`src/rtl/muldiv_ctrl.sv`:
```
// muldiv_ctrl: HI/LO owner and sequencer for MULT/MULTU/DIV/DIVU.
// Multiplies commit MUL_LAT cycles after accept. Divides run DIV_ITER
// restoring iterations on unsigned magnitudes, then apply a sign fix-up.
// MTHI/MTLO writes land only while idle.
// Optional: `define MULDIV_CANCEL_EN lets `cancel` flush an in-flight op
// with no HI/LO write. When it is undefined, `cancel` is ignored.

// One restoring-division iteration: shift in the next dividend bit, then
// subtract the divisor if the partial remainder is large enough.
module muldiv_div_step (
    input  logic [31:0] rem_i,
    input  logic [31:0] quo_i,
    input  logic [31:0] dvs_i,
    output logic [31:0] rem_o,
    output logic [31:0] quo_o
);
    logic [32:0] rem_sh;
    logic [33:0] diff;
    logic        ge;

    // 34-bit subtract so that the top bit is a clean borrow flag
    always_comb begin
        rem_sh = {rem_i, quo_i[31]};
        diff   = {1'b0, rem_sh} - {2'b00, dvs_i};
        ge     = ~diff[33];
        rem_o  = ge ? diff[31:0] : rem_sh[31:0];
        quo_o  = {quo_i[30:0], ge};
    end
endmodule

module muldiv_ctrl #(
    parameter int MUL_LAT  = 2,
    parameter int DIV_ITER = 32
) (
    input  logic        clk,
    input  logic        resetn,
    input  logic        req_valid,
    output logic        req_ready,
    input  logic [3:0]  req_op,
    input  logic [31:0] req_src1,
    input  logic [31:0] req_src2,
    input  logic        mt_hi_we,
    input  logic        mt_lo_we,
    input  logic [31:0] mt_wdata,
    input  logic        cancel,
    output logic        busy,
    output logic [31:0] hi_rdata,
    output logic [31:0] lo_rdata
);
    typedef enum logic [1:0] {S_IDLE, S_MUL, S_DIV} state_e;

    localparam logic [5:0] MUL_LAST = 6'(MUL_LAT - 1);
    localparam logic [5:0] DIV_LAST = 6'(DIV_ITER - 1);

    // req_op bit positions
    localparam int OP_MULT  = 0;
    localparam int OP_MULTU = 1;
    localparam int OP_DIV   = 2;

    state_e      state_q, state_d;
    logic [5:0]  cnt_q, cnt_d;
    logic [31:0] hi_q, hi_d;
    logic [31:0] lo_q, lo_d;
    logic [31:0] a_q, a_d;      // raw src1, also the div-by-zero HI value
    logic [31:0] b_q, b_d;      // raw src2
    logic        sgn_q, sgn_d;  // signed multiply
    logic [31:0] quo_q, quo_d;  // dividend magnitude shifting out, quotient in
    logic [31:0] rem_q, rem_d;
    logic [31:0] dvs_q, dvs_d;  // divisor magnitude
    logic        qneg_q, qneg_d;
    logic        rneg_q, rneg_d;
    logic        dz_q, dz_d;

    logic        op_ok;
    logic        accept;
    logic        is_div_s;
    logic [63:0] mul_a, mul_b, prod;
    logic [31:0] step_rem, step_quo;

    muldiv_div_step u_step (
        .rem_i (rem_q),
        .quo_i (quo_q),
        .dvs_i (dvs_q),
        .rem_o (step_rem),
        .quo_o (step_quo)
    );

    // Operands are sign- or zero-extended to 64 bits; the low 64 bits of
    // the product are then correct for both mult and multu.
    always_comb begin
        mul_a = {{32{sgn_q & a_q[31]}}, a_q};
        mul_b = {{32{sgn_q & b_q[31]}}, b_q};
        prod  = mul_a * mul_b;
    end

`ifndef MULDIV_CANCEL_EN
    logic unused_cancel;
    assign unused_cancel = cancel;
`endif

    // Next-state, HI/LO update, operand capture and iteration control
    always_comb begin
        state_d  = state_q;
        cnt_d    = cnt_q;
        hi_d     = hi_q;
        lo_d     = lo_q;
        a_d      = a_q;
        b_d      = b_q;
        sgn_d    = sgn_q;
        quo_d    = quo_q;
        rem_d    = rem_q;
        dvs_d    = dvs_q;
        qneg_d   = qneg_q;
        rneg_d   = rneg_q;
        dz_d     = dz_q;
        is_div_s = 1'b0;

        req_ready = (state_q == S_IDLE);
        busy      = (state_q != S_IDLE);
        op_ok     = (req_op != 4'd0) && ((req_op & (req_op - 4'd1)) == 4'd0);
        accept    = req_valid && req_ready && op_ok;

        unique case (state_q)
            S_IDLE: begin
                if (mt_hi_we) hi_d = mt_wdata;
                if (mt_lo_we) lo_d = mt_wdata;
                if (accept) begin
                    a_d   = req_src1;
                    b_d   = req_src2;
                    cnt_d = 6'd0;
                    if (req_op[OP_MULT] || req_op[OP_MULTU]) begin
                        state_d = S_MUL;
                        sgn_d   = req_op[OP_MULT];
                    end else begin
                        state_d  = S_DIV;
                        is_div_s = req_op[OP_DIV];
                        quo_d    = (is_div_s && req_src1[31]) ? (~req_src1 + 32'd1) : req_src1;
                        dvs_d    = (is_div_s && req_src2[31]) ? (~req_src2 + 32'd1) : req_src2;
                        rem_d    = 32'd0;
                        qneg_d   = is_div_s && (req_src1[31] ^ req_src2[31]);
                        rneg_d   = is_div_s && req_src1[31];
                        dz_d     = (req_src2 == 32'd0);
                    end
                end
            end
            S_MUL: begin
                cnt_d = cnt_q + 6'd1;
                if (cnt_q == MUL_LAST) begin
                    hi_d    = prod[63:32];
                    lo_d    = prod[31:0];
                    cnt_d   = 6'd0;
                    state_d = S_IDLE;
                end
            end
            S_DIV: begin
                rem_d = step_rem;
                quo_d = step_quo;
                cnt_d = cnt_q + 6'd1;
                if (cnt_q == DIV_LAST) begin
                    if (dz_q) begin
                        lo_d = 32'hFFFF_FFFF;
                        hi_d = a_q;
                    end else begin
                        lo_d = qneg_q ? (~step_quo + 32'd1) : step_quo;
                        hi_d = rneg_q ? (~step_rem + 32'd1) : step_rem;
                    end
                    cnt_d   = 6'd0;
                    state_d = S_IDLE;
                end
            end
            default: begin
                state_d = S_IDLE;
                cnt_d   = 6'd0;
            end
        endcase

`ifdef MULDIV_CANCEL_EN
        // Flush wins over a commit landing on the same edge
        if (cancel && (state_q != S_IDLE)) begin
            state_d = S_IDLE;
            cnt_d   = 6'd0;
            hi_d    = hi_q;
            lo_d    = lo_q;
        end
`endif

        hi_rdata = hi_q;
        lo_rdata = lo_q;
    end

    // State register with synchronous active-low reset
    always_ff @(posedge clk) begin
        if (!resetn) begin
            state_q <= S_IDLE;
            cnt_q   <= 6'd0;
            hi_q    <= 32'd0;
            lo_q    <= 32'd0;
            a_q     <= 32'd0;
            b_q     <= 32'd0;
            sgn_q   <= 1'b0;
            quo_q   <= 32'd0;
            rem_q   <= 32'd0;
            dvs_q   <= 32'd0;
            qneg_q  <= 1'b0;
            rneg_q  <= 1'b0;
            dz_q    <= 1'b0;
        end else begin
            state_q <= state_d;
            cnt_q   <= cnt_d;
            hi_q    <= hi_d;
            lo_q    <= lo_d;
            a_q     <= a_d;
            b_q     <= b_d;
            sgn_q   <= sgn_d;
            quo_q   <= quo_d;
            rem_q   <= rem_d;
            dvs_q   <= dvs_d;
            qneg_q  <= qneg_d;
            rneg_q  <= rneg_d;
            dz_q    <= dz_d;
        end
    end
endmodule

```
`config.mk`:
```
export PLATFORM = sky130hd
export DESIGN_NAME = muldiv_ctrl
export DESIGN_NICKNAME = d
export VERILOG_FILES = /design/src/rtl/muldiv_ctrl.sv
export SDC_FILE = /design/constraint.sdc
export NUM_CORES = 2
export LEC_CHECK = 0
export CAP_MARGIN = 40
export CORE_MARGIN = 2
export CORE_UTILIZATION = 60
export CTS_CLUSTER_DIAMETER = 60
export DETAILED_ROUTE_END_ITERATION = 8
export GPL_ROUTABILITY_DRIVEN = 0
export PLACE_DENSITY_LB_ADDON = 0.25
export SLEW_MARGIN = 20
export SYNTH_ARGS = -nofsm -noshare
export SYNTH_HDL_FRONTEND = slang
export SYNTH_SLANG_ARGS = --single-unit
```
`constraint.sdc`:
```
create_clock -name clk -period 24.2 [get_ports clk]
set_clock_uncertainty 0.15 [all_clocks]
set_input_delay 4.84 -clock clk [delete_from_list [all_inputs] [get_ports clk]]
set_output_delay 4.84 -clock clk [all_outputs]
set_load 0.01 [all_outputs]
```
# [Word level (Yosys, flattened, before mapping)]
# Cells that the tools add are included.
[totals] ff_bits=236
[classes] add_sub_neg=7 mul=1 n_eq_ne=10 muxes=30 n_bitwise=10 reduce_logical=21
[op_table] operator="two-way mux 32 bit" count=17
[op_table] operator="case mux 32 bit (3 select lines)" count=2
[op_table] operator="adder 32 x 1 -> 32 bit, second input constant" count=4
[op_table] operator="NOT 32 bit" count=4
[op_table] operator="case mux 32 bit (2 select lines)" count=2
[op_table] operator="multiplier 33 x 33 -> 64 bit" count=1
[op_table] operator="subtractor 33 x 32 -> 34 bit" count=1
[op_table] operator="zero test 32 bit" count=1
[op_table] operator="two-way mux 6 bit" count=3
[op_table] operator="case mux 6 bit (3 select lines)" count=1
[op_table] operator="AND reduction 3 bit" count=4
[op_table] operator="two-way mux 2 bit" count=4
[op_table] operator="AND reduction 4 bit" count=2
[op_table] operator="adder 6 x 1 -> 6 bit, second input constant" count=1
[op_table] operator="== test 6 x 1 -> 1 bit, second input constant" count=1
[op_table] operator="== test 6 x 5 -> 1 bit, second input constant" count=1
[op_table] operator="logical AND 1 bit" count=6
[op_table] operator="!= test 2 x 1 -> 1 bit, second input constant" count=3
[op_table] operator="!= test 2 bit, second input constant" count=3
[op_table] operator="case mux 2 bit (3 select lines)" count=1
[op_table] operator="AND 4 bit" count=1
[op_table] operator="zero test 4 bit" count=1
[op_table] operator="nonzero test 2 bit" count=2
[op_table] operator="nonzero test 4 bit" count=1
[op_table] operator="10 further kinds" count=12

# [Depth between registers and ports, before layout]
[depth] word_depth=8 mapped_depth=34

# [Modules after synthesis]
# From an unflattened synthesis, not the netlist that was laid out.
[unflattened] cells_unflattened=6293 hier_area_um2=53671.5
[by_module_without_submodules] module="muldiv_ctrl" n_inst=1 cells_per_inst=5949 area_each_um2=51142.8 seq_area_each_um2=4724.5
[by_module_without_submodules] module="muldiv_div_step" n_inst=1 cells_per_inst=344 area_each_um2=2528.7 seq_area_each_um2=0.0

# [Worst setup path before layout]
# Ideal clock, no wire load.
[synth_path] path_kind="flip-flop to flip-flop" from="register sgn_q" to="register hi_q[16] (netlist: hi_rdata[16])" setup_ns=0.123 arrival_time_ns=7.944 slack_ns=15.982 stages_incl_launch_ff=30 path_cell_list="dfxtp_1 -> clkbuf_1 -> clkbuf_1 -> and3_1 -> fa_1 -> fa_1 -> fa_1 -> inv_1 -> fa_1 -> inv_1 -> fa_1 -> fa_1 -> fa_1 -> inv_1 -> fa_1 -> inv_1 -> ha_1 -> clkbuf_1 -> nand4_1 -> or4_1 -> nor3_1 -> a21oi_1 -> nor2_1 -> and2_1 -> o21a_1 -> nor2_1 -> xnor2_1 -> a221o_1 -> nor3b_1 -> o21ai_0"
[synth_between] elab_chain_len=4 word_cells_on_any_way=5 classes_between="mul (1); mux (2); bitwise (2)"
[synth_lines] item="start: declaration" line_no="66" rtl="logic sgn_q, sgn_d;"
[synth_lines] item="start signal: assignment" line_no="214" rtl="sgn_q <= sgn_d;"
[synth_lines] item="AND 1 bit, on equally long branches" line_no="91, 92"
[synth_lines] item="multiplier 33 x 33 -> 64 bit (*)" line_no="93" rtl="prod = mul_a * mul_b;"
[synth_lines] item="two-way mux 32 bit (*)" line_no="148" rtl="if (cnt_q == MUL_LAST) begin"
[synth_lines] item="case mux 32 bit (3 select lines) (*)" line_no="123" rtl="unique case (state_q)"
[synth_lines] item="end signal: assignment" line_no="210" rtl="hi_q <= hi_d;"
[synth_lines] item="end: declaration" line_no="62" rtl="logic [31:0] hi_q, hi_d;"
# Every way passes the cells marked *; elsewhere a longest branch is shown, timed or not. The select of a mux whose other input is x is not followed.
# A chain may end at the register's enable or synchronous reset.

# [Final worst setup path]
[layout_path] from="register a_q[11]" to="register hi_q[21] (netlist: hi_rdata[21])"
[layout_between] elab_chain_len=3
[layout_lines] item="start: declaration" line_no="64" rtl="logic [31:0] a_q, a_d;"
[layout_lines] item="start signal: assignment" line_no="198" rtl="a_q <= 32'd0;"
[layout_lines] item="start signal: assignment" line_no="212" rtl="a_q <= a_d;"
[layout_lines] item="multiplier 33 x 33 -> 64 bit" line_no="93"
[layout_lines] item="two-way mux 32 bit" line_no="148"
[layout_lines] item="case mux 32 bit (3 select lines)" line_no="123"
# No other way between the ends. The select of a mux whose other input is x is not followed.

==> impl_metrics.py <==
metrics = {
    "detailed_routing": {
        "drt-wirelength-per-cell_um": 20.5,
        "remaining_drc_errors": 0,
        "via_per_inst": 5.87,
        "drtAntennaViolNets": 0,
        "via_count": 43300,
        "drt_iter0_markers": 3754,
        "drt_pre_antenna_iters": 6,
        "postRouteWirelength_mm": 151,
    },
    "sta": {
        "final-max-slew-violation-count": 0,
        "fin_setup_tns_ns": 0,
        "post-route-period-util_pct": 40.5,
        "finalWorstPathRequiredPeriod_ns": 9.80,
        "hold_viol": 0,
        "setup_viol": 0,
        "worst_pin_slew_ns": 0.877,
        "rsz0062_at_grt": "false",
        "relSlewSlack_pct": 41.5,
        "highest_achievable_clock_rate_mhz": 102,
    },
    "floorplan": {
        "start_util_pct": 60.5,
        "core_um2": 88200,
        "io-pin-count": 172,
        "die_area_um2": 91400,
        "row_count": 109,
        "chipWidth_um": 302,
        "die_height_um": 302,
    },
    "setup_path": {
        "rr_startpoint": "a_q[11]",
        "worstSetupPathType": "flop to flop",
        "cpPeakStageDelay_ns": 0.79,
        "timing.rr.end": "hi_rdata[21]",
        "timing.critical_path.fanout_max": 25,
        "critical_path.startpoint_type": "flop",
        "timing.reg2reg.setup_slack_ns": 14.40,
        "end_kind": "flop",
        "crit_top_cell": "fa_1",
        "critPathSlowestCell": "dfxtp_1",
        "worst_ep_required_time_ns": 24.47,
        "reg2reg_depth": 30,
        "worst-endpoint-arrival_ns": 10.07,
    },
    "synth": {
        "yosys_warnings": 0,
        "synth_seq_cells": 236,
        "post_synth_main_area_contributors": "fa_1 42%, dfxtp_1 8.9%, inv_1 8.4%",
        "number_of_synthesized_flops_with_an_enable_pin": 0,
        "yosysUniqueCellTypes": 82,
        "largest_area_contributor_in_the_synthesized_netlist": "fa_1",
        "yosys_most_used_dff": "dfxtp_1",
        "synth.avg_cell_area_um2": 8.48,
        "synth-async-reset-ratio_pct": 0,
        "netlist_instances": 6298,
        "ys_seq_area_share_pct": 8.85,
        "yosysTopAreaCellShare_pct": 42.2,
        "yosys.cell_count.top_type": "inv_1",
        "synthesis.nets": 7784,
        "syn-cell-area_um2": 53400,
        "synth.top_cells.by_count": "1195 x inv_1, 1126 x fa_1, 1096 x nand2_1, 415 x and2_1, 370 x clkbuf_1",
    },
    "flow_run": {
        "maxCapViolCount": 0,
    },
    "final_layout": {
        "multiInputGateArea_um2": 42700,
        "nFillCells": 7371,
        "area.growth.synth_to_final_pct": 6.50,
        "final_core_utilization_pct": 64.4,
        "final_net_count": 7680,
        "register_area_um2": 4730,
        "drive_gt1_share_pct": 3.15,
    },
    "clock_tree": {
        "clock_tree.root_cell": "clkbuf_16",
        "tritoncts_num_sinks": 236,
        "clk_pin_slew_ns": 0.06,
        "clk_latency_ns": 0.57,
        "postCtsResizedCells": 0,
        "clk_path_buf_depth": 3,
        "tritoncts": "yes",
        "numCtsBuffers": 30,
        "cts.repair_timing.setup_buffer_count": 0,
        "cts_hold_buf": 0,
        "htree_num_levels": 1,
    },
    "placement": {
        "dp_hpwl_mm": 119,
        "portBuffers": 170,
    },
    "status": {
        "outcome": "finished, final reports clean",
    },
    "global_routing": {
        "grt_start_max_net_pins": 91,
        "grt.total_usage_pct": 34.4,
        "grt_antenna_before_repair": 9,
        "grt_pass1_wl_mm": 246,
        "first_global_vias": 45400,
        "global_route.overflow_total": 0,
    },
    "hold_path": {
        "min-delay-path-class": "flop to flop",
        "hold_start": "hi_rdata[5]",
        "worst_hold_path.endpoint": "hi_rdata[5]",
        "hold_depth": 2,
    },
    "power": {
        "peakVddDrop_mv": 0.0560,
        "p_leak_uw": 0.0269,
        "cellPowerDensity_nw_per_um2": 24.8,
    },
}
[state kept, by name, indices dropped and copies added (netlist names)]
| signal | cells |
|---|---|
| a_q | 32 |
| b_q | 32 |
| dvs_q | 32 |
| hi_rdata | 32 |
| lo_rdata | 32 |
| quo_q | 32 |
| rem_q | 32 |
| cnt_q | 6 |
| state_q | 2 |
| dz_q | 1 |
| qneg_q | 1 |
| rneg_q | 1 |
| sgn_q | 1 |
[layout make-up]
cell class,instances,share of cell area (%)
Timing Repair Buffer,263,4.39
Sequential cell,236,8.32
Clock inverter,11,0.156
Antenna cell,2,0.00880
Inverter,1197,7.90
Clock buffer,43,1.55
Multi-Input combinational cell,4466,75.1
Tap cell,1165,2.56
[critical path: cells and delay by family, from the launching register on]
family	cells	cell delay, ns
buffers and inverters	8	0.89
xor gates and xnor gates	1	0.18
and+or+nand+nor	2	0.22
DFF	1	0.79
adders and majority gates	9	4.42
AOI/OAI and AO/OA	10	2.94
[report_power, final]
group | switching [uW] | internal [uW]
clock | 182 | 262
combinational | 352 | 188
sequential | 19.2 | 408
[how the worst max path moves through the flow]
stage	end	startpoint	slack [ns]
6_report	hi_rdata[21]	a_q[11]	14.40
5_1_grt	hi_rdata[20]	a_q[31]	14.04
4_1_cts	hi_rdata[21]	a_q[11]	14.56
3_5_place_dp	hi_rdata[21]	a_q[11]	14.62
3_3_place_gp	hi_rdata[21]	a_q[11]	14.65
2_1_floorplan	hi_rdata[16]	sgn_q	15.98
[routing by layer]
metal | routed length (um) | track usage, % | part of all wire (%) | vias up
li1 | - | - | - | 19000
met3 | 13700 | 5.71 | 9.1 | 438
met5 | 36 | 0 | 0.024 | -
met4 | 7610 | 14.2 | 5.0 | 6
met1 | 57900 | 45.2 | 38 | 21900
met2 | 72100 | 57.0 | 48 | 2049
[cell usage in the layout (no fill, tap or decap), types with 56 or more instances in the layout]
master / instances
dfxtp_1: 232
a21oi_1: 216
nor2_1: 190
clkdlybuf4s50_1: 169
nor3_1: 56
o21ai_0: 208
buf_4: 85
and2_1: 415
nand2_1: 1096
xnor2_1: 137
fa_1: 1126
a21boi_0: 75
ha_1: 251
xor2_1: 73
inv_1: 1195
[metrics by stage]
stage / worst slack [ns] / power, uW / hold WS [ns] / instances / instance area, um^2
6_report: 14.40 / 1410 / 0.312 / 7383 / 56900
5_1_grt: 14.04 / 1470 / 0.328 / 7381 / 56800
3_3_place_gp: 14.65 / 947 / 0.298 / 7319 / 55700
3_5_place_dp: 14.62 / 957 / 0.306 / 7325 / 55800
4_1_cts: 14.56 / 1400 / 0.314 / 7379 / 56800
2_1_floorplan: 15.98 / 761 / 0.291 / 6298 / 53400
[cells by family (layout without fill, tap and decap cells)]
| kind of cell | count (synthesis) | after routing | synth area share [%] |
|---|---|---|---|
| XOR/XNOR | 210 | 210 | 3.45 |
| AND/OR/NAND/NOR | 2024 | 2024 | 17.7 |
| flip-flops | 236 | 236 | 8.85 |
| buffers and inverters | 1596 | 1514 | 11.2 |
| other | 0 | 2 | 0 |
| multiplexers | 21 | 21 | 0.396 |
| AO/OA/AOI/OAI | 831 | 831 | 10.2 |
| adder cells (fa/ha/maj) | 1380 | 1380 | 48.2 |
Note: power is estimated with default switching activity, not from simulation.
